===== src/rtl/box_slave_if.sv =====
// box_slave_if: AXI write channels (AW, W, B) plus the downstream slot
// handshake that carries one assembled burst.
interface box_slave_if #(
    parameter int ADDR_W    = 32,
    parameter int DATA_W    = 32,
    parameter int ID_W      = 4,
    parameter int MAX_BEATS = 16
);
    localparam int STRB_W = DATA_W / 8;

    // write address channel
    logic                        awvalid;
    logic                        awready;
    logic [ADDR_W-1:0]           awaddr;
    logic [7:0]                  awlen;
    logic [1:0]                  awburst;
    logic [ID_W-1:0]             awid;

    // write data channel
    logic                        wvalid;
    logic                        wready;
    logic [DATA_W-1:0]           wdata;
    logic [STRB_W-1:0]           wstrb;
    logic                        wlast;

    // write response channel
    logic                        bvalid;
    logic                        bready;
    logic [1:0]                  bresp;
    logic [ID_W-1:0]             bid;

    // downstream burst slot
    logic                        slot_valid;
    logic                        slot_ready;
    logic [ADDR_W-1:0]           slot_addr;
    logic [7:0]                  slot_len;
    logic [MAX_BEATS*DATA_W-1:0] slot_data;
    logic [MAX_BEATS*STRB_W-1:0] slot_strb;

    // the responder itself
    modport slave (
        input  awvalid, awaddr, awlen, awburst, awid,
        output awready,
        input  wvalid, wdata, wstrb, wlast,
        output wready,
        output bvalid, bresp, bid,
        input  bready,
        output slot_valid, slot_addr, slot_len, slot_data, slot_strb,
        input  slot_ready
    );

    // the write master together with the downstream slot consumer
    modport master (
        output awvalid, awaddr, awlen, awburst, awid,
        input  awready,
        output wvalid, wdata, wstrb, wlast,
        input  wready,
        input  bvalid, bresp, bid,
        output bready,
        input  slot_valid, slot_addr, slot_len, slot_data, slot_strb,
        output slot_ready
    );
endinterface


===== src/rtl/box_slave.sv =====
// box_slave: AXI write-side responder. Accepts one AW/W burst at a time,
// assembles the beats into a local buffer, offers the whole burst downstream
// as one slot and only then answers on B, so an OKAY means the data has been
// taken downstream.
// Optional build macro BOX_S_WLAST_CHK_EN: wlast is checked on every beat and
// an early wlast ends the burst; any wlast disagreement is reported as SLVERR.
module box_slave #(
    parameter int ADDR_W    = 32,
    parameter int DATA_W    = 32,
    parameter int ID_W      = 4,
    parameter int MAX_BEATS = 16
) (
    input logic        clk,
    input logic        rst_n,
    box_slave_if.slave bus
);
    localparam int         STRB_W      = DATA_W / 8;
    localparam logic [8:0] CAP         = 9'(MAX_BEATS);
    localparam logic [8:0] LAST_SLOT   = 9'(MAX_BEATS - 1);
    localparam logic [1:0] BURST_INCR  = 2'b01;
    localparam logic [1:0] RESP_OKAY   = 2'b00;
    localparam logic [1:0] RESP_SLVERR = 2'b10;

    typedef enum logic [1:0] {IDLE, DATA, PUSH, RESP} state_t;

    state_t                      state;
    state_t                      state_nx;

    logic [ADDR_W-1:0]           addr_q;
    logic [7:0]                  len_q;
    logic [ID_W-1:0]             id_q;
    logic [1:0]                  burst_q;
    logic [8:0]                  beat_cnt;   // 9 bits so awlen=255 cannot wrap
    logic                        err;
    logic [7:0]                  slot_len_q;
    logic [MAX_BEATS*DATA_W-1:0] data_q;
    logic [MAX_BEATS*STRB_W-1:0] strb_q;

    logic                        aw_hs;
    logic                        w_hs;
    logic                        count_last;
    logic                        burst_end;
    logic                        beat_err;

    assign aw_hs      = bus.awvalid && bus.awready;
    assign w_hs       = bus.wvalid && bus.wready;
    assign count_last = (beat_cnt == {1'b0, len_q});

`ifdef BOX_S_WLAST_CHK_EN
    // an early wlast closes the burst; wlast disagreeing with the count is an error
    assign burst_end = count_last || bus.wlast;
    assign beat_err  = (beat_cnt >= CAP) || (bus.wlast != count_last);
`else
    // burst length comes from awlen alone
    assign burst_end = count_last;
    assign beat_err  = (beat_cnt >= CAP);
`endif

    // state register
    always_ff @(posedge clk or negedge rst_n) begin
        // NOTE: clocked state uses non-blocking assignments so every flop samples pre-edge values.
        if (!rst_n) state <= IDLE;
        else        state <= state_nx;
    end

    // next-state decode
    always_comb begin
        // NOTE: the default assignment first keeps this block from inferring a latch.
        state_nx = state;
        unique case (state)
            IDLE: if (aw_hs) state_nx = DATA;
            DATA: if (w_hs && burst_end) state_nx = (burst_q == BURST_INCR) ? PUSH : RESP;
            PUSH: if (bus.slot_ready) state_nx = RESP;
            RESP: if (bus.bready) state_nx = IDLE;
            default: state_nx = IDLE;
        endcase
    end

    // handshake and response outputs decoded from the state
    always_comb begin
        bus.awready    = (state == IDLE);
        bus.wready     = (state == DATA);
        bus.slot_valid = (state == PUSH);
        bus.bvalid     = (state == RESP);
        bus.bresp      = RESP_OKAY;
        bus.bid        = '0;
        if (state == RESP) begin
            bus.bresp = err ? RESP_SLVERR : RESP_OKAY;
            bus.bid   = id_q;
        end
    end

    // slot contents come straight from registers, so they hold while PUSH waits
    assign bus.slot_addr = addr_q;
    assign bus.slot_len  = slot_len_q;
    assign bus.slot_data = data_q;
    assign bus.slot_strb = strb_q;

    // burst capture: AW fields, beat buffer, beat counter and error flag
    always_ff @(posedge clk or negedge rst_n) begin
        if (!rst_n) begin
            addr_q     <= '0;
            len_q      <= '0;
            id_q       <= '0;
            burst_q    <= '0;
            beat_cnt   <= '0;
            err        <= 1'b0;
            slot_len_q <= '0;
            // NOTE: the beat buffer is a flop array, so it can be cleared here like any other register.
            data_q     <= '0;
            strb_q     <= '0;
        end else begin
            if (aw_hs) begin
                addr_q   <= bus.awaddr;
                len_q    <= bus.awlen;
                id_q     <= bus.awid;
                burst_q  <= bus.awburst;
                beat_cnt <= '0;
                err      <= 1'b0;
                strb_q   <= '0;
            end
            if (w_hs) begin
                // beats past the buffer match no slot and are dropped
                for (int i = 0; i < MAX_BEATS; i++) begin
                    if (beat_cnt == 9'(i)) begin
                        data_q[i*DATA_W +: DATA_W] <= bus.wdata;
                        strb_q[i*STRB_W +: STRB_W] <= bus.wstrb;
                    end
                end
                beat_cnt <= beat_cnt + 9'd1;
                if (beat_err) err <= 1'b1;
                if (burst_end) begin
                    slot_len_q <= (beat_cnt > LAST_SLOT) ? LAST_SLOT[7:0] : beat_cnt[7:0];
                    if (burst_q != BURST_INCR) err <= 1'b1;
                end
            end
        end
    end
endmodule

===== src/flat_wrapper.sv =====
// flat-port wrapper written by rule: the top's interface ports become plain ports
module box_slave_flat 
#(
    parameter int ADDR_W    = 32,
    parameter int DATA_W    = 32,
    parameter int ID_W      = 4,
    parameter int MAX_BEATS = 16
)
  (clk, rst_n, bus_awvalid, bus_awaddr, bus_awlen, bus_awburst, bus_awid, bus_awready, bus_wvalid, bus_wdata, bus_wstrb, bus_wlast, bus_wready, bus_bvalid, bus_bresp, bus_bid, bus_bready, bus_slot_valid, bus_slot_addr, bus_slot_len, bus_slot_data, bus_slot_strb, bus_slot_ready);
  box_slave_if #(.ADDR_W(ADDR_W), .DATA_W(DATA_W), .ID_W(ID_W), .MAX_BEATS(MAX_BEATS)) bus_i ();
  input logic clk;
  input logic rst_n;
  input wire logic [$bits(bus_i.awvalid)-1:0] bus_awvalid;
  input wire logic [$bits(bus_i.awaddr)-1:0] bus_awaddr;
  input wire logic [$bits(bus_i.awlen)-1:0] bus_awlen;
  input wire logic [$bits(bus_i.awburst)-1:0] bus_awburst;
  input wire logic [$bits(bus_i.awid)-1:0] bus_awid;
  output wire logic [$bits(bus_i.awready)-1:0] bus_awready;
  input wire logic [$bits(bus_i.wvalid)-1:0] bus_wvalid;
  input wire logic [$bits(bus_i.wdata)-1:0] bus_wdata;
  input wire logic [$bits(bus_i.wstrb)-1:0] bus_wstrb;
  input wire logic [$bits(bus_i.wlast)-1:0] bus_wlast;
  output wire logic [$bits(bus_i.wready)-1:0] bus_wready;
  output wire logic [$bits(bus_i.bvalid)-1:0] bus_bvalid;
  output wire logic [$bits(bus_i.bresp)-1:0] bus_bresp;
  output wire logic [$bits(bus_i.bid)-1:0] bus_bid;
  input wire logic [$bits(bus_i.bready)-1:0] bus_bready;
  output wire logic [$bits(bus_i.slot_valid)-1:0] bus_slot_valid;
  output wire logic [$bits(bus_i.slot_addr)-1:0] bus_slot_addr;
  output wire logic [$bits(bus_i.slot_len)-1:0] bus_slot_len;
  output wire logic [$bits(bus_i.slot_data)-1:0] bus_slot_data;
  output wire logic [$bits(bus_i.slot_strb)-1:0] bus_slot_strb;
  input wire logic [$bits(bus_i.slot_ready)-1:0] bus_slot_ready;
  assign bus_i.awvalid = bus_awvalid;
  assign bus_i.awaddr = bus_awaddr;
  assign bus_i.awlen = bus_awlen;
  assign bus_i.awburst = bus_awburst;
  assign bus_i.awid = bus_awid;
  assign bus_awready = bus_i.awready;
  assign bus_i.wvalid = bus_wvalid;
  assign bus_i.wdata = bus_wdata;
  assign bus_i.wstrb = bus_wstrb;
  assign bus_i.wlast = bus_wlast;
  assign bus_wready = bus_i.wready;
  assign bus_bvalid = bus_i.bvalid;
  assign bus_bresp = bus_i.bresp;
  assign bus_bid = bus_i.bid;
  assign bus_i.bready = bus_bready;
  assign bus_slot_valid = bus_i.slot_valid;
  assign bus_slot_addr = bus_i.slot_addr;
  assign bus_slot_len = bus_i.slot_len;
  assign bus_slot_data = bus_i.slot_data;
  assign bus_slot_strb = bus_i.slot_strb;
  assign bus_i.slot_ready = bus_slot_ready;
  box_slave #(.ADDR_W(ADDR_W), .DATA_W(DATA_W), .ID_W(ID_W), .MAX_BEATS(MAX_BEATS)) u_core (.clk(clk), .rst_n(rst_n), .bus(bus_i));
endmodule

===== config.mk =====
export PLATFORM = sky130hd
export DESIGN_NAME = box_slave_flat
export DESIGN_NICKNAME = d
export VERILOG_FILES = /design/src/rtl/box_slave_if.sv /design/src/rtl/box_slave.sv /design/src/flat_wrapper.sv
export SDC_FILE = /design/constraint.sdc
export NUM_CORES = 1
export LEC_CHECK = 0
export ABC_AREA = 1
export CORE_AREA = 2 2 279 281
export DETAILED_ROUTE_END_ITERATION = 7
export DIE_AREA = 0 0 281 283
export GPL_ROUTABILITY_DRIVEN = 0
export PLACE_DENSITY = 0.57
export SETUP_SLACK_MARGIN = 0.02
export SYNTH_ARGS = -nofsm -noshare
export SYNTH_HDL_FRONTEND = slang
export SYNTH_SLANG_ARGS = --single-unit

===== constraint.sdc =====
create_clock -name clk -period 1.8 [get_ports clk]
set_input_delay 0.27 -clock clk [delete_from_list [all_inputs] [get_ports clk]]
set_output_delay 0.27 -clock clk [all_outputs]
set_load 0.1 [all_outputs]

* Yosys cells after proc, flatten, opt, wreduce, memory -nomap -nowiden
Cells that the tools add are included.
Storage, ports and cells: flip-flop bits (word level) 642, bits in latches 0, RAM bits 0, ROM bits 0, input bits 89, output and inout bits 626, word-level logic and storage cells 112, memories 0
Operators by class: add/sub/neg operators 1, multiply operators 0, div/mod/pow operators 0, $lt $le $gt $ge 2, equal/unequal tests 25, shift operators 0, mux-type cells 35, bitwise logic cells 0, reductions and logical operators 24
Operators with widths (count):
- $mux 64 | 2
- $eq 9x4->1 const B | 8
- $mux 4 | 17
- $eq 9x3->1 const B | 4
- $reduce_and 2->1 | 17
- $eq 9x2->1 const B | 2
- $mux 9 | 2
- $mux 2 | 6
- $add 9x1->9 const B | 1
- $eq 9x1->1 const B | 1
- $eq 9x8->1 | 1
- $ge 9x5->1 const B | 1
- $gt 9x4->1 const B | 1
- $logic_not 9->1 | 1
- $mux 8 | 1
- $pmux 2 s4 | 1
- $mux 1 | 6
- $ne 2x1->1 const B | 3
- $eq 2x1->1 const B | 2
- $eq 2x2->1 const B | 2
- $ne 2x2->1 const B | 2
- $reduce_and 4->1 | 1
- $logic_and 1x1->1 | 3
- $logic_not 2->1 | 1
- $reduce_bool 2->1 | 1

* Logic depth before layout (Yosys ltp)
depth after elaboration 7, gate-level depth with buffers 11, mapped depth without buffers 11

* Worst setup path before layout
No wires, ideal clock.
path kind register -> register, start register u_core.state[1], end register u_core.data_q[511], in the netlist u_core.bus.slot_data[511], arrival time 2.470 ns, slack -0.804 ns, cell stages (with the launch flop) 10, cell sequence dfrtp_1 -> inv_1 -> ha_1 -> nand2_2 -> nor3_1 -> nand2_1 -> buf_4 -> buf_2 -> nand2_1 -> o21ai_0
Between the ends: longest elaborated chain between the ends 3
RTL lines:
- start, declared | RTL line box_slave.sv:26 | state_t state;
- start signal, assigned | RTL line box_slave.sv:63 | else state <= state_nx;
- $eq 2x1->1 | RTL line box_slave.sv:82 | bus.wready = (state == DATA);
- net bus_wready | RTL line flat_wrapper.sv:23 | output wire logic [$bits(bus_i.wready)-1:0] bus_wready;
- $logic_and 1x1->1 | RTL line box_slave.sv:46 | assign w_hs = bus.wvalid && bus.wready;
- $reduce_and 2->1 (no source line)
- end signal, assigned by index | RTL line box_slave.sv:126 | data_q[i*DATA_W +: DATA_W] <= bus.wdata;
- end, declared | RTL line box_slave.sv:36 | logic [MAX_BEATS*DATA_W-1:0] data_q;
The timed path passes the listed nets, and every way through them passes these cells. A chain may end at the register's enable or synchronous reset.

* Worst setup path after layout
start register u_core.state[1], end register u_core.data_q[45], in the netlist u_core.bus.slot_data[45]
Between the ends: longest elaborated chain between the ends 3
RTL lines (RTL line):
- $eq 2x1->1 | box_slave.sv:82
- $logic_and 1x1->1 | box_slave.sv:46
- $reduce_and 2->1 (no source line)
Every way passes these cells.

==> flow_summary.toml <==
[run_status]
outcome = "complete, but fails checks"
violations = "negative setup slack"

[cells_and_area]
multi_input_area_um2 = 7830
final_common_cell = "buf_4"
layout-drive-gt1-share = 0.402
final_net_count = 3243
design_area_um2 = 37800
final_cell_mix = "677 x buf_4, 641 x dfrtp_1, 457 x nand2_1"
fill_cells = 6828
seq_area_um2 = 16100
utilization = 0.493
area_delta_synth_final_pct = 59.7
antenna_cells = 0
final_cells = 4237

[global_route]
grt_overflow = 0
grt_max_degree = 94
antenna_found_initial = 2
gr-usage-all-layers = 0.242
grt_pass1_vias = 20600
grt_pass1_wl_mm = 142

[timing]
relSlewSlack = 0.362
setup_tns_ps = -59520
worst_pin_slew_ps = 957
hold_violations = 0
setup_ws_ps = -208
slew_violations = 0
setup_viol = 539
finalCriticalPeriod_ps = 2010
clock-skew-final_ps = 31.3
rsz0062_at_grt = "true"
finalCritPeriodShare = 1.12
clock.fmax_mhz = 498

[critical_path]
path_depth = 13
reg2reg_depth = 13
critPathArrivalTime_ps = 2470
cp_max_fo = 7
worst-path-buf-inv = 6
cp.required_ps = 2270
crit_type = "reg -> reg"
timing.critical_path.cells = "inv_2 -> ha_4 -> nand2_4 -> nor2_4 -> inv_4 -> buf_12 -> nor2_4 -> buf_6 -> nand2_8 -> buf_12 -> buf_16 -> nand2_2 -> o21ai_1"
worst_path_max_delay_cell = "dfrtp_1"
endpoint_kind = "register"
cp_top_family = "buffers and inverters"
startpoint_type = "register"
cpPeakStageDelay_ps = 400

[place]
place_hpwl_mm = 60.1
place_ws_ps = -198
placed_cell_area_um2 = 31600
portBuffers = 712
dp.cells = 3985

[synthesis]
yosys.area_share.xor_xnor = 0.000740
synth-compound-area-share = 0.128
yosys_register_bits = 642
synthDistinctLibCells = 30
synth_warnings = 0
synth-seq-area-share = 0.679
synth.cell_area_um2 = 23700
synthCells = 2291
synth.area.mux_share = 0.0181
avgSynthCellArea_um2 = 10.3
synthAdderAreaFrac = 0.00476
synth_top_family_by_area = "compound AO/OA/AOI/OAI gates"
yosys.area_share.simple = 0.124
syn_nets = 2389

[route]
dr.pass1.iters = 7
drtAntennaViolNets = 0
wl_met3_mm = 8.53
wl_mm = 107
drtIter0Drc = 1776
wl_met1_mm = 42.8
wl_per_cell_um = 25.2
vias = 21200
drc = 0
wl_met2_mm = 51.1
vias_per_cell = 5.01
top_layer = "met4"

[die]
initial_utilization = 0.309
die_height_um = 283
chipWidth_um = 281
num_rows = 102
dieArea_um2 = 79500
core_um2 = 76700
pin_count = 715

[clock_network]
clk_pin_slew_ps = 60
clock_sinks = 642
ctsLongestPathBuffers = 3
numCtsBuffers = 74
cts_tree = "built"
htree_num_levels = 3
cts-root-buf = "clkbuf_16"
clk_latency_ps = 620

[pwr]
peakVddDrop_mv = 1.39
p_leak_nw = 18.6
p_sw_mw = 32.7
seqPwrFrac = 0.290
p_clk_frac = 0.230
combPwrFrac = 0.480
cellPowerDensity_nw_per_um2 = 1740
internal_power_mw = 32.9
switching_share = 0.499

[flow_run]
max_cap_violations = 0

[min_path]
hp-class = "in -> async"
## routing by layer
layer / vias up / GRT usage
li1: 9260 / -
met1: 10700 / 0.303
met2: 1039 / 0.404
met3: 240 / 0.0528
met4: 0 / 0.101
met5: - / 0
## final cells by class
| cell class | instances | share of cell area |
|---|---|---|
| clock inverters | 25 | 0.00824 |
| inverters | 111 | 0.0121 |
| repair buffers | 941 | 0.258 |
| multi-input cells | 1375 | 0.207 |
| well taps | 1040 | 0.0344 |
| clock buffers | 103 | 0.0553 |
| flip-flops and latches | 642 | 0.425 |
## final timing paths
path | start | to | slack [ps]
min reg2reg | u_core.bus.slot_len[5]$_DFFE_PN0P_ | u_core.bus.slot_len[5]$_DFFE_PN0P_ | 470
min | rst_n | u_core.bus.slot_data[190]$_DFFE_PN0P_ | 100
max | u_core.state[1]$_DFFE_PN0P_ | u_core.bus.slot_data[45]$_DFFE_PN0P_ | -210
min in group clk | bus_awlen[3] | u_core.len_q[3]$_DFFE_PN0P_ | 230
max in group asynchronous | rst_n | u_core.bus.slot_data[40]$_DFFE_PN0P_ | 840
max reg2reg | u_core.state[1]$_DFFE_PN0P_ | u_core.bus.slot_data[45]$_DFFE_PN0P_ | -210
## sequential cells by signal, indices dropped and copies added, names as in the netlist
register	count
u_core.bus.slot_len	8
u_core.bus.slot_strb	64
u_core.len_q	8
u_core.burst_q	2
u_core.bus.slot_addr	32
u_core.state	2
u_core.id_q	4
u_core.err	1
u_core.bus.slot_data	512
u_core.beat_cnt	9
## per-stage QoR
| step | power (mW) | hold slack, ps |
|---|---|---|
| floorplan | 41.0 | -25.6 |
| detailed placement | 48.7 | 152 |
| finish | 65.6 | 104 |
| global route | 67.7 | 102 |
| CTS | 64.9 | 80.8 |
| global placement | 48.4 | 152 |
## cells in the mapped netlist
master	number	area [um^2]
xnor2_1	1	8.76
nor2_4	3	33.8
nor2_2	3	18.8
ha_1	9	113
nor3_1	3	15.0
xor2_1	1	8.76
inv_2	5	18.8
nand3_2	1	10.0
dfrtp_1	642	16100
conb_1	1	3.75
nand2_2	15	93.8
buf_2	25	125
buf_4	3	22.5
mux2_2	38	428
inv_1	105	394
nor3_4	2	32.5
o22ai_1	2	12.5
a2bb2oi_1	1	8.76
clkinv_1	1	3.75
o21ai_1	33	165
clkbuf_1	124	465
nand3_1	75	375
nor2_1	25	93.8
clkbuf_2	3	15.0
a21oi_1	12	60.1
buf_1	10	37.5
nand4_1	5	31.3
nand2_1	586	2200
nand4_2	2	25.0
o21ai_0	555	2780
## worst register-to-register path: stages, from the launching register on
cell     delay, ps
dfrtp_1        400
inv_2          100
ha_4           150
nand2_4         60
nor2_4         140
inv_4           70
buf_12         120
nor2_4         140
buf_6          140
nand2_8         80
buf_12         180
buf_16         170
nand2_2         60
o21ai_1         60
## cells by family (layout without fill, tap and decap cells)
kind of cell / after synthesis / count (layout)
AND/OR/NAND/NOR: 720 / 722
flip-flops: 642 / 642
AO/OA/AOI/OAI: 603 / 603
buffers and inverters: 276 / 1180
multiplexers: 38 / 38
adder cells (fa/ha/maj): 9 / 9
XOR/XNOR: 2 / 2
other: 1 / 1
## what timing repair did
| item | 4_1_cts | 5_1_grt |
|---|---|---|
| hold endpoints to repair | 285 | 0 |
| buffers inserted | 38 | 13 |
| pin swaps | 14 | 13 |
| gates cloned | 47 | 37 |
| resized for setup | 274 | 329 |
| setup endpoints to repair | 270 | 601 |
| hold buffers | 1 | 0 |
## power by group through the flow
stage	sequential [mW]	clock (mW)	combinational, mW
floorplan	36.9	0	4.12
global placement	18.9	0	29.5
detailed placement	19.0	0	29.7
CTS	18.8	15.3	30.8
global route	19.3	15.9	32.4
finish	19.0	15.1	31.5
Note: power is estimated with default switching activity, not from simulation.
